[src/rtl/port_pkg.sv]
// Shared types and sizing helpers for the port data mux: FSM state encoding,
// default geometry and the derived select/length widths.
package port_pkg;

    localparam int PORTNUM_DEF = 16;
    localparam int DWIDTH_DEF  = 32;
    localparam int MAXLEN_DEF  = 256;

    typedef enum logic [1:0] {
        IDLE     = 2'd0,
        WAIT_SOP = 2'd1,
        XFER     = 2'd2,
        DONE     = 2'd3
    } state_t;

    // Length counter must hold MAXLEN itself, hence the +1.
    function automatic int len_width(input int maxlen);
        return $clog2(maxlen + 1);
    endfunction

    function automatic int sel_width(input int portnum);
        return (portnum > 1) ? $clog2(portnum) : 1;
    endfunction

endpackage

[src/rtl/port_data_mux_if.sv]
// Grant, per-port ingress and cache-side signals of the port data mux.
// The slave modport is the mux; master is whoever drives grants and beats.
interface port_data_mux_if
    import port_pkg::*;
#(
    parameter int PORTNUM = PORTNUM_DEF,
    parameter int DWIDTH  = DWIDTH_DEF,
    parameter int MAXLEN  = MAXLEN_DEF
);

    localparam int SW = sel_width(PORTNUM);
    localparam int LW = len_width(MAXLEN);

    logic                      i_en;
    logic [SW-1:0]             i_sel;
    logic [PORTNUM*DWIDTH-1:0] i_data;
    logic [PORTNUM-1:0]        i_vld;
    logic [PORTNUM-1:0]        i_sop;
    logic [PORTNUM-1:0]        i_eop;
    logic [PORTNUM-1:0]        o_port_rd;
    logic                      i_out_ready;
    logic [DWIDTH-1:0]         o_data;
    logic                      o_vld;
    logic                      o_sop;
    logic                      o_eop;
    logic                      o_pkt_eop;
    logic [LW-1:0]             o_len;
    logic                      o_len_vld;
    logic                      o_err;

    modport master (
        output i_en, i_sel, i_data, i_vld, i_sop, i_eop, i_out_ready,
        input  o_port_rd, o_data, o_vld, o_sop, o_eop,
               o_pkt_eop, o_len, o_len_vld, o_err
    );

    modport slave (
        input  i_en, i_sel, i_data, i_vld, i_sop, i_eop, i_out_ready,
        output o_port_rd, o_data, o_vld, o_sop, o_eop,
               o_pkt_eop, o_len, o_len_vld, o_err
    );

endinterface

[src/rtl/port_beat_sel.sv]
// Combinational PORTNUM:1 selector of the granted port's beat and markers.
module port_beat_sel
    import port_pkg::*;
#(
    parameter int PORTNUM = PORTNUM_DEF,
    parameter int DWIDTH  = DWIDTH_DEF
) (
    input  logic [PORTNUM*DWIDTH-1:0]   data,
    input  logic [PORTNUM-1:0]          vld,
    input  logic [PORTNUM-1:0]          sop,
    input  logic [PORTNUM-1:0]          eop,
    input  logic [sel_width(PORTNUM)-1:0] sel,
    output logic [DWIDTH-1:0]           beat_data,
    output logic                        beat_vld,
    output logic                        beat_sop,
    output logic                        beat_eop
);

    localparam int SW = sel_width(PORTNUM);

    always_comb begin
        beat_data = '0;
        beat_vld  = 1'b0;
        beat_sop  = 1'b0;
        beat_eop  = 1'b0;
        for (int p = 0; p < PORTNUM; p++) begin
            if (sel == SW'(p)) begin
                beat_data = data[p*DWIDTH +: DWIDTH];
                beat_vld  = vld[p];
                beat_sop  = sop[p];
                beat_eop  = eop[p];
            end
        end
    end

endmodule

[src/rtl/port_data_mux.sv]
// Moves one framed packet from the granted ingress port to the cache write path.
//   state    | meaning
//   IDLE     | waiting for a rising edge of the grant enable
//   WAIT_SOP | popping the granted port until a start-of-packet beat
//   XFER     | forwarding packet body, counting beats
//   DONE     | one cycle reporting end of packet and its length
module port_data_mux
    import port_pkg::*;
#(
    parameter int PORTNUM = PORTNUM_DEF,
    parameter int DWIDTH  = DWIDTH_DEF,
    parameter int MAXLEN  = MAXLEN_DEF
) (
    input logic            i_clk,
    input logic            i_rst_n,
    port_data_mux_if.slave bus
);

    localparam int            SW      = sel_width(PORTNUM);
    localparam int            LW      = len_width(MAXLEN);
    localparam logic [LW-1:0] LEN_MAX = LW'(MAXLEN);

    state_t          state;
    state_t          state_nxt;
    logic [SW-1:0]   sel_q;
    logic [SW-1:0]   sel_nxt;
    logic [LW-1:0]   cnt;
    logic [LW-1:0]   cnt_nxt;
    logic [LW-1:0]   cnt_inc;
    logic            en_q;

    logic [DWIDTH-1:0] beat_data;
    logic              beat_vld;
    logic              beat_sop;
    logic              beat_eop;
    logic              active;
    logic              accept;

    logic            fwd;
    logic            fwd_sop;
    logic            fwd_eop;
    logic            err;

    logic [DWIDTH-1:0] data_q;
    logic              vld_q;
    logic              sop_q;
    logic              eop_q;
    logic              pkt_eop_q;
    logic [LW-1:0]     len_q;
    logic              len_vld_q;
    logic              err_q;

    port_beat_sel #(
        .PORTNUM (PORTNUM),
        .DWIDTH  (DWIDTH)
    ) u_beat_sel (
        .data      (bus.i_data),
        .vld       (bus.i_vld),
        .sop       (bus.i_sop),
        .eop       (bus.i_eop),
        .sel       (sel_q),
        .beat_data (beat_data),
        .beat_vld  (beat_vld),
        .beat_sop  (beat_sop),
        .beat_eop  (beat_eop)
    );

    assign active        = (state == WAIT_SOP) || (state == XFER);
    assign accept        = active && beat_vld && bus.i_out_ready;
    assign bus.o_port_rd = accept ? (PORTNUM'(1) << sel_q) : '0;

    // First beat always restarts the count; later beats saturate at MAXLEN.
    assign cnt_inc = (state == WAIT_SOP) ? LW'(1)
                   : ((cnt == LEN_MAX) ? cnt : cnt + LW'(1));

    always_comb begin
        state_nxt = state;
        sel_nxt   = sel_q;
        cnt_nxt   = cnt;
        fwd       = 1'b0;
        fwd_sop   = 1'b0;
        fwd_eop   = 1'b0;
        err       = 1'b0;
        case (state)
            IDLE: begin
                if (bus.i_en && !en_q) begin
                    sel_nxt   = bus.i_sel;
                    cnt_nxt   = '0;
                    state_nxt = WAIT_SOP;
                end
            end
            WAIT_SOP: begin
                if (accept) begin
                    if (beat_sop) begin
                        fwd     = 1'b1;
                        fwd_sop = 1'b1;
                        cnt_nxt = cnt_inc;
                        if (beat_eop) begin
                            fwd_eop   = 1'b1;
                            state_nxt = DONE;
                        end else if (cnt_inc == LEN_MAX) begin
                            fwd_eop   = 1'b1;
                            err       = 1'b1;
                            state_nxt = DONE;
                        end else begin
                            state_nxt = XFER;
                        end
                    end else begin
                        err = 1'b1;
                    end
                end
            end
            XFER: begin
                if (accept) begin
                    fwd     = 1'b1;
                    cnt_nxt = cnt_inc;
                    if (beat_eop) begin
                        fwd_eop   = 1'b1;
                        state_nxt = DONE;
                    end else if (cnt_inc == LEN_MAX) begin
                        fwd_eop   = 1'b1;
                        err       = 1'b1;
                        state_nxt = DONE;
                    end
                end
            end
            DONE: begin
                state_nxt = IDLE;
            end
            default: begin
                state_nxt = IDLE;
            end
        endcase
        // Losing the grant mid-packet wins over any completion this cycle.
        if (active && !bus.i_en) begin
            state_nxt = IDLE;
            err       = 1'b1;
        end
    end

    always_ff @(posedge i_clk or negedge i_rst_n) begin
        if (!i_rst_n) begin
            state <= IDLE;
            sel_q <= '0;
            cnt   <= '0;
            en_q  <= 1'b0;
        end else begin
            state <= state_nxt;
            sel_q <= sel_nxt;
            cnt   <= cnt_nxt;
            en_q  <= bus.i_en;
        end
    end

    always_ff @(posedge i_clk or negedge i_rst_n) begin
        if (!i_rst_n) begin
            data_q    <= '0;
            vld_q     <= 1'b0;
            sop_q     <= 1'b0;
            eop_q     <= 1'b0;
            pkt_eop_q <= 1'b0;
            len_q     <= '0;
            len_vld_q <= 1'b0;
            err_q     <= 1'b0;
        end else begin
            if (fwd) begin
                data_q <= beat_data;
            end
            vld_q     <= fwd;
            sop_q     <= fwd_sop;
            eop_q     <= fwd_eop;
            pkt_eop_q <= (state_nxt == DONE);
            len_vld_q <= (state_nxt == DONE);
            if (state_nxt == DONE) begin
                len_q <= cnt_nxt;
            end
            err_q     <= err;
        end
    end

    assign bus.o_data    = data_q;
    assign bus.o_vld     = vld_q;
    assign bus.o_sop     = sop_q;
    assign bus.o_eop     = eop_q;
    assign bus.o_pkt_eop = pkt_eop_q;
    assign bus.o_len     = len_q;
    assign bus.o_len_vld = len_vld_q;
    assign bus.o_err     = err_q;

endmodule
[src/flat_wrapper.sv]
// flat-port wrapper written by rule: the top's interface ports become plain ports
module port_data_mux_flat import port_pkg::*;
#(
    parameter int PORTNUM = PORTNUM_DEF,
    parameter int DWIDTH  = DWIDTH_DEF,
    parameter int MAXLEN  = MAXLEN_DEF
)
  (i_clk, i_rst_n, bus_i_en, bus_i_sel, bus_i_data, bus_i_vld, bus_i_sop, bus_i_eop, bus_i_out_ready, bus_o_port_rd, bus_o_data, bus_o_vld, bus_o_sop, bus_o_eop, bus_o_pkt_eop, bus_o_len, bus_o_len_vld, bus_o_err);
  port_data_mux_if #(.PORTNUM(PORTNUM), .DWIDTH(DWIDTH), .MAXLEN(MAXLEN)) bus_i ();
  input logic i_clk;
  input logic i_rst_n;
  input wire logic [$bits(bus_i.i_en)-1:0] bus_i_en;
  input wire logic [$bits(bus_i.i_sel)-1:0] bus_i_sel;
  input wire logic [$bits(bus_i.i_data)-1:0] bus_i_data;
  input wire logic [$bits(bus_i.i_vld)-1:0] bus_i_vld;
  input wire logic [$bits(bus_i.i_sop)-1:0] bus_i_sop;
  input wire logic [$bits(bus_i.i_eop)-1:0] bus_i_eop;
  input wire logic [$bits(bus_i.i_out_ready)-1:0] bus_i_out_ready;
  output wire logic [$bits(bus_i.o_port_rd)-1:0] bus_o_port_rd;
  output wire logic [$bits(bus_i.o_data)-1:0] bus_o_data;
  output wire logic [$bits(bus_i.o_vld)-1:0] bus_o_vld;
  output wire logic [$bits(bus_i.o_sop)-1:0] bus_o_sop;
  output wire logic [$bits(bus_i.o_eop)-1:0] bus_o_eop;
  output wire logic [$bits(bus_i.o_pkt_eop)-1:0] bus_o_pkt_eop;
  output wire logic [$bits(bus_i.o_len)-1:0] bus_o_len;
  output wire logic [$bits(bus_i.o_len_vld)-1:0] bus_o_len_vld;
  output wire logic [$bits(bus_i.o_err)-1:0] bus_o_err;
  assign bus_i.i_en = bus_i_en;
  assign bus_i.i_sel = bus_i_sel;
  assign bus_i.i_data = bus_i_data;
  assign bus_i.i_vld = bus_i_vld;
  assign bus_i.i_sop = bus_i_sop;
  assign bus_i.i_eop = bus_i_eop;
  assign bus_i.i_out_ready = bus_i_out_ready;
  assign bus_o_port_rd = bus_i.o_port_rd;
  assign bus_o_data = bus_i.o_data;
  assign bus_o_vld = bus_i.o_vld;
  assign bus_o_sop = bus_i.o_sop;
  assign bus_o_eop = bus_i.o_eop;
  assign bus_o_pkt_eop = bus_i.o_pkt_eop;
  assign bus_o_len = bus_i.o_len;
  assign bus_o_len_vld = bus_i.o_len_vld;
  assign bus_o_err = bus_i.o_err;
  port_data_mux #(.PORTNUM(PORTNUM), .DWIDTH(DWIDTH), .MAXLEN(MAXLEN)) u_core (.i_clk(i_clk), .i_rst_n(i_rst_n), .bus(bus_i));
endmodule
[config.mk]
export PLATFORM = sky130hd
export DESIGN_NAME = port_data_mux_flat
export DESIGN_NICKNAME = d
export VERILOG_FILES = /design/src/rtl/port_pkg.sv /design/src/rtl/port_data_mux_if.sv /design/src/rtl/port_beat_sel.sv /design/src/rtl/port_data_mux.sv /design/src/flat_wrapper.sv
export SDC_FILE = /design/constraint.sdc
export NUM_CORES = 1
export LEC_CHECK = 0
export ABC_AREA = 1
export BUFFER_PORTS_ARGS = -buffer_cell sky130_fd_sc_hd__buf_4
export CORE_AREA = 2 2 243 245
export CTS_BUF_LIST = sky130_fd_sc_hd__clkbuf_8 sky130_fd_sc_hd__clkbuf_16
export CTS_CLUSTER_DIAMETER = 30
export CTS_CLUSTER_SIZE = 30
export DETAILED_ROUTE_END_ITERATION = 10
export DIE_AREA = 0 0 245 247
export SYNTH_ARGS = -nofsm -noshare
export SYNTH_HDL_FRONTEND = slang
export SYNTH_HIERARCHICAL = 1
export SYNTH_SLANG_ARGS = --single-unit
[constraint.sdc]
create_clock -name i_clk -period 9.24 [get_ports i_clk]
set_clock_uncertainty 0.15 [all_clocks]
set_input_delay 0.462 -clock i_clk [delete_from_list [all_inputs] [get_ports i_clk]]
set_output_delay 0.462 -clock i_clk [all_outputs]
set_load 0.01 [all_outputs]
## Word-level counts from Yosys, hierarchy flattened

Index checks and enable logic that the tools add are counted.

| word-level totals | value |
|---|---|
| input bits | 568 |
| output and inout bits | 63 |
| bits in registers | 62 |
| word-level logic and storage cells | 143 |

| cells by class | value |
|---|---|
| add/subtract/negate cells | 1 |
| reductions and logical operators | 10 |
| muxes and demuxes | 99 |
| equal/unequal tests | 21 |
| shifts and indexed selects | 1 |

Operator list:

| kind | number |
|---|---|
| 32-bit 2-to-1 mux | 16 |
| 1-bit 2-to-1 mux | 63 |
| 9-bit 2-to-1 mux | 6 |
| 4-bit == test (second input constant) | 8 |
| 9-bit one-hot mux with 3 select lines | 1 |
| 9-bit == test (second input constant) | 2 |
| 4-bit by 3-bit == test with 1-bit output (second input constant) | 4 |
| 16-bit 2-to-1 mux | 1 |
| 2-bit 2-to-1 mux | 8 |
| 1-bit by 4-bit << shifter with 16-bit output (first input constant) | 1 |
| 9-bit by 1-bit adder with 9-bit output (second input constant) | 1 |
| 4-bit by 2-bit == test with 1-bit output (second input constant) | 2 |
| 2-bit one-hot mux with 4 select lines | 1 |
| 2-bit == test (second input constant) | 3 |
| 1-bit one-hot mux with 2 select lines | 3 |
| 4-bit by 1-bit == test with 1-bit output (second input constant) | 1 |
| 1-bit logical AND | 4 |
| 4-bit zero test | 1 |
| 2-bit by 1-bit == test with 1-bit output (second input constant) | 1 |
| 1-bit zero test | 2 |
| 2-bit zero test | 1 |
| 2-bit AND reduction | 1 |
| 1-bit logical OR | 1 |

## Longest topological paths before layout

| logic depth | value |
|---|---|
| word-level depth | 23 |
| gate-level depth with buffers | 23 |
| depth with buffers taken out | 22 |

## Hierarchy

The synthesis kept the hierarchy.

Modules (own cells, without submodules):

| module | cells each | area each (um^2) | times used | seq. area each (um^2) |
|---|---|---|---|---|
| port_beat_sel | 1,076 | 4,665.7 | 1 | 0.0 |
| port_data_mux | 320 | 3,103.0 | 1 | 1,551.5 |

## Least setup slack after synthesis

No wires, ideal clock.

| timing | value |
|---|---|
| path type | reg2reg |
| from | register u_core.sel_q[1] |
| to | register u_core.data_q[10] (netlist: u_core/bus.o_data[10]) |
| arrival time | 2,831 ps |
| period minus slack after synthesis | 3,105 ps |
| slack | 6,135 ps |
| required time | 8,965 ps |
| buffers on the path | 3 |
| setup time | 125 ps |
| stages on the path, launching flop included | 20 |
| cell sequence | dfrtp_1 > buf_4 > inv_1 > nand2_1 > nor2_2 > clkbuf_1 > a21oi_1 > nand3_1 > nand2_1 > nand3_1 > nand2_1 > nand4_1 > nand3_1 > inv_2 > nand2_1 > nor2_2 > inv_1 > nand2_1 > buf_4 > mux2_2 |

| between the ends | value |
|---|---|
| longest elaborated chain between the ends | 21 |
| elaborated cells on any way between the ends | 70 |
| those cells by class | 15 x eq/ne; 52 x mux; 3 x reduce/logical |

RTL lines:

| item | line | RTL |
|---|---|---|
| start, declared | port_data_mux.sv:25 | `logic [SW-1:0] sel_q;` |
| start signal, assigned | port_data_mux.sv:149 | `sel_q <= sel_nxt;` |
| 4-bit zero test | port_beat_sel.sv:27 | `if (sel == SW'(p)) begin` |
| 1-bit 2-to-1 mux (15 in series) | port_beat_sel.sv:27 |  |
| 1-bit 2-to-1 mux (*) | port_beat_sel.sv:27 |  |
| via u_core.beat_vld | port_data_mux.sv:33 | `logic beat_vld;` |
| 1-bit logical AND (*) (2 in series) | port_data_mux.sv:69 | `assign accept = active && beat_vld && bus.i_out_ready;` |
| 1-bit 2-to-1 mux (on tied branches) | port_data_mux.sv:114, port_data_mux.sv:93 |  |
| 1-bit one-hot mux with 2 select lines (*) | port_data_mux.sv:84 | `case (state)` |
| end signal, assigned | port_data_mux.sv:167 | `data_q <= beat_data;` |
| end, declared | port_data_mux.sv:44 | `logic [DWIDTH-1:0] data_q;` |

The timed path passes the listed nets; every way through them passes the cells marked *.
A chain may end at the register's enable or synchronous reset.

## Worst setup path after layout

| timing | value |
|---|---|
| from | register u_core.sel_q[3] |
| to | register u_core.data_q[16] (netlist: u_core/bus.o_data[16]) |

The elaborated chain is that of the path after synthesis.

==> flow_metrics.env <==
export IMPL_status="finished clean"
export IMPL_syn_inst=1396
export IMPL_synth_nets=1971
export IMPL_syn_area_per_cell_um2=5.56
export IMPL_setup_viol=0
export IMPL_period_minus_slack_ps=5510
export IMPL_cts_htree_levels=3
export IMPL_seq_area_frac_synth_pct=20.0
export IMPL_gr_total_overflow=0
export IMPL_cts_tree="yes"
export IMPL_via_count=11600
export IMPL_final_cell_mix="buf_4 (647), nand2_1 (455), nor2_1 (179)"
export IMPL_finalNetCount=2559
export IMPL_coreArea_um2=58200
export IMPL_grt_pass1_wl_um=71400
export IMPL_p_leak_nw=7.01
export IMPL_cts_setup_buffers=0
export IMPL_ys_top_cells_by_area="nand2_1 (22%), dfrtp_1 (20%), nand3_1 (11%)"
export IMPL_die_y_um=247
export IMPL_p_total_mw=3.20
export IMPL_slew_headroom_pct=26.3
export IMPL_via_per_inst=4.20
export IMPL_clk_latency_ps=350
export IMPL_tightest_slew_ps=1100
export IMPL_ys_warn_count=6
export IMPL_power_density_nw_per_um2=235
export IMPL_grtUsageTotal_pct=16.1
export IMPL_clock_sinks=62
export IMPL_cts_buffers=9
export IMPL_fin_hold_ws_ps=77.7
export IMPL_async_flop_share_pct=100
export IMPL_synth_distinct_cells=36
export IMPL_ys_flop_type="dfrtp_1"
export IMPL_grt_pass1_vias=10900
export IMPL_path_class="flip-flop to flip-flop"
export IMPL_antenna_found_initial=2
export IMPL_rsz0062_at_grt="false"
export IMPL_max_cap_viol_count=0
export IMPL_hp_class="input pin to async pin"
export IMPL_slew_viol_final=0
export IMPL_hold_buffers=0
export IMPL_post_drt_wl_per_cell_um=18.9
export IMPL_start_util_pct=13.3
export IMPL_synth_top_area_share_pct=22.0
export IMPL_finalHoldViolCount=0
export IMPL_setup_tns_ps=0
export IMPL_io_buffers=630
export IMPL_syn_cell_area_um2=7770
export IMPL_dp_hpwl_um=42900
export IMPL_drive_above_1_share_pct=38.9
export IMPL_ir_worst_vdd_mv=0.113
export IMPL_ctsRootBufferMaster="clkbuf_16"
export IMPL_ant_nets=0
export IMPL_path_clk_slew_ps=70
export IMPL_gp_congestion=0.941
export IMPL_synth_edff_count=0
export IMPL_worstPathArrival_ps=5590
export IMPL_post_route_util_pct=23.4
export IMPL_max_freq_ghz=0.181
export IMPL_totalWireLength_um=52300
export IMPL_drc=0
export IMPL_worstSetupStartpointType="flip-flop"
export IMPL_period_share_pct=59.6
export IMPL_num_rows=89
export IMPL_firstDrtPassIters=5
export IMPL_final_common_cell="buf_4"
export IMPL_synth_seq_cells=62
export IMPL_synth_top_area_cell="nand2_1"
export IMPL_required_ps=9320
export IMPL_die_w_um=245
export IMPL_crit_fanout=90
export IMPL_syn_to_final_growth_pct=75.5
export IMPL_cp_end_kind="flip-flop"
export IMPL_cts_resized=0
export IMPL_grt_max_degree=91
export IMPL_drt_iter0_markers=844
export IMPL_cts_buffer_depth=2
export IMPL_pin_count=631
export IMPL_design_die_area_um2=60500
## report_power, final
group          leakage (nW)  internal (mW)  switching [mW]  total [mW]
sequential            0.800          0.373          0.0892       0.462
combinational          6.06          0.804            1.56        2.36
clock                 0.150          0.215           0.156       0.371
## worst max-delay path, cell delays in order (launching register included)
cell     delay [ps]
dfrtp_1         520
nor2_4          140
buf_4           680
nand3_2         680
inv_2           520
nand2_1          90
nand4_1         100
nor2_1           60
nand3_1         130
nand2_1         160
nand3_1         100
nand2_1          50
nand4_1         100
nand3_1         190
inv_2           210
nand2_1          90
nor2_2          190
inv_1           100
nand2_2         660
mux2_2          410
## stage by stage
stage               instances  area (um^2)  setup WS, ps
floorplan                1396         7770          6130
global placement         2746        13300          3850
detailed placement       2746        13300          3700
CTS                      2762        13600          3680
global route             2762        13600          3200
finish                   2763        13600          3730
## logic make-up (layout without fill, tap and decap cells)
logic type | count (synthesis) | count (layout) | synth area share, %
xor+xnor | 1 | 1 | 0.113
simple gates | 990 | 990 | 56.8
fa+ha+maj | 7 | 7 | 1.13
buf+inv | 235 | 828 | 12.6
other cells | 0 | 1 | 0
compound gates | 68 | 68 | 4.67
mux | 33 | 33 | 4.78
flops | 62 | 62 | 20.0
## final cells by class
type | instances | area, um^2
Fill cell | 6696 | 44600
Multi-Input combinational cell | 1099 | 5300
Timing Repair Buffer | 647 | 4860
Sequential cell | 62 | 1550
Tap cell | 773 | 967
Inverter | 165 | 646
Clock buffer | 9 | 225
Clock inverter | 7 | 86.3
Antenna cell | 1 | 2.50
## layer usage
metal,vias to the layer above,global-route usage (%),part of all wire [%]
li1,5660,-,-
met5,-,0,0.025
met3,58,3.33,8.5
met1,5296,21.6,44
met4,2,3.16,1.5
met2,582,26.7,46
## synthesized netlist by cell type (10+ instances only)
| cell type | instances |
|---|---|
| nand4_1 | 97 |
| nor2_2 | 12 |
| nand2_1 | 456 |
| or2_0 | 10 |
| buf_2 | 22 |
| mux2_2 | 33 |
| nor2_1 | 183 |
| nand2_2 | 11 |
| dfrtp_1 | 62 |
| inv_2 | 12 |
| or2_2 | 25 |
| a21oi_1 | 47 |
| nor3_1 | 20 |
| clkbuf_1 | 41 |
| nand3_1 | 166 |
| inv_1 | 150 |
## state kept, by name, indices dropped and copies added (netlist names)
| name | flops |
|---|---|
| u_core/bus.o_vld | 1 |
| u_core/bus.o_eop | 1 |
| u_core/state | 2 |
| u_core/bus.o_sop | 1 |
| u_core/bus.o_data | 32 |
| u_core/sel_q | 4 |
| u_core/bus.o_err | 1 |
| u_core/en_q | 1 |
| u_core/bus.o_len | 9 |
| u_core/cnt | 9 |
| u_core/bus.o_len_vld | 1 |
## worst paths after layout
check,from,end,depth (start not counted),slack [ps]
max,u_core/sel_q[3],u_core/bus.o_data[16],19,3730
min,i_rst_n,u_core/bus.o_data[8],1,80
min reg2reg,u_core/bus.o_len[6],u_core/bus.o_len[6],2,340
max reg2reg,u_core/sel_q[3],u_core/bus.o_data[16],19,3730
min in group i_clk,bus_i_en,u_core/en_q,1,80
max in group asynchronous,i_rst_n,u_core/bus.o_data[25],1,8250
(Power assumes the default switching activity.)
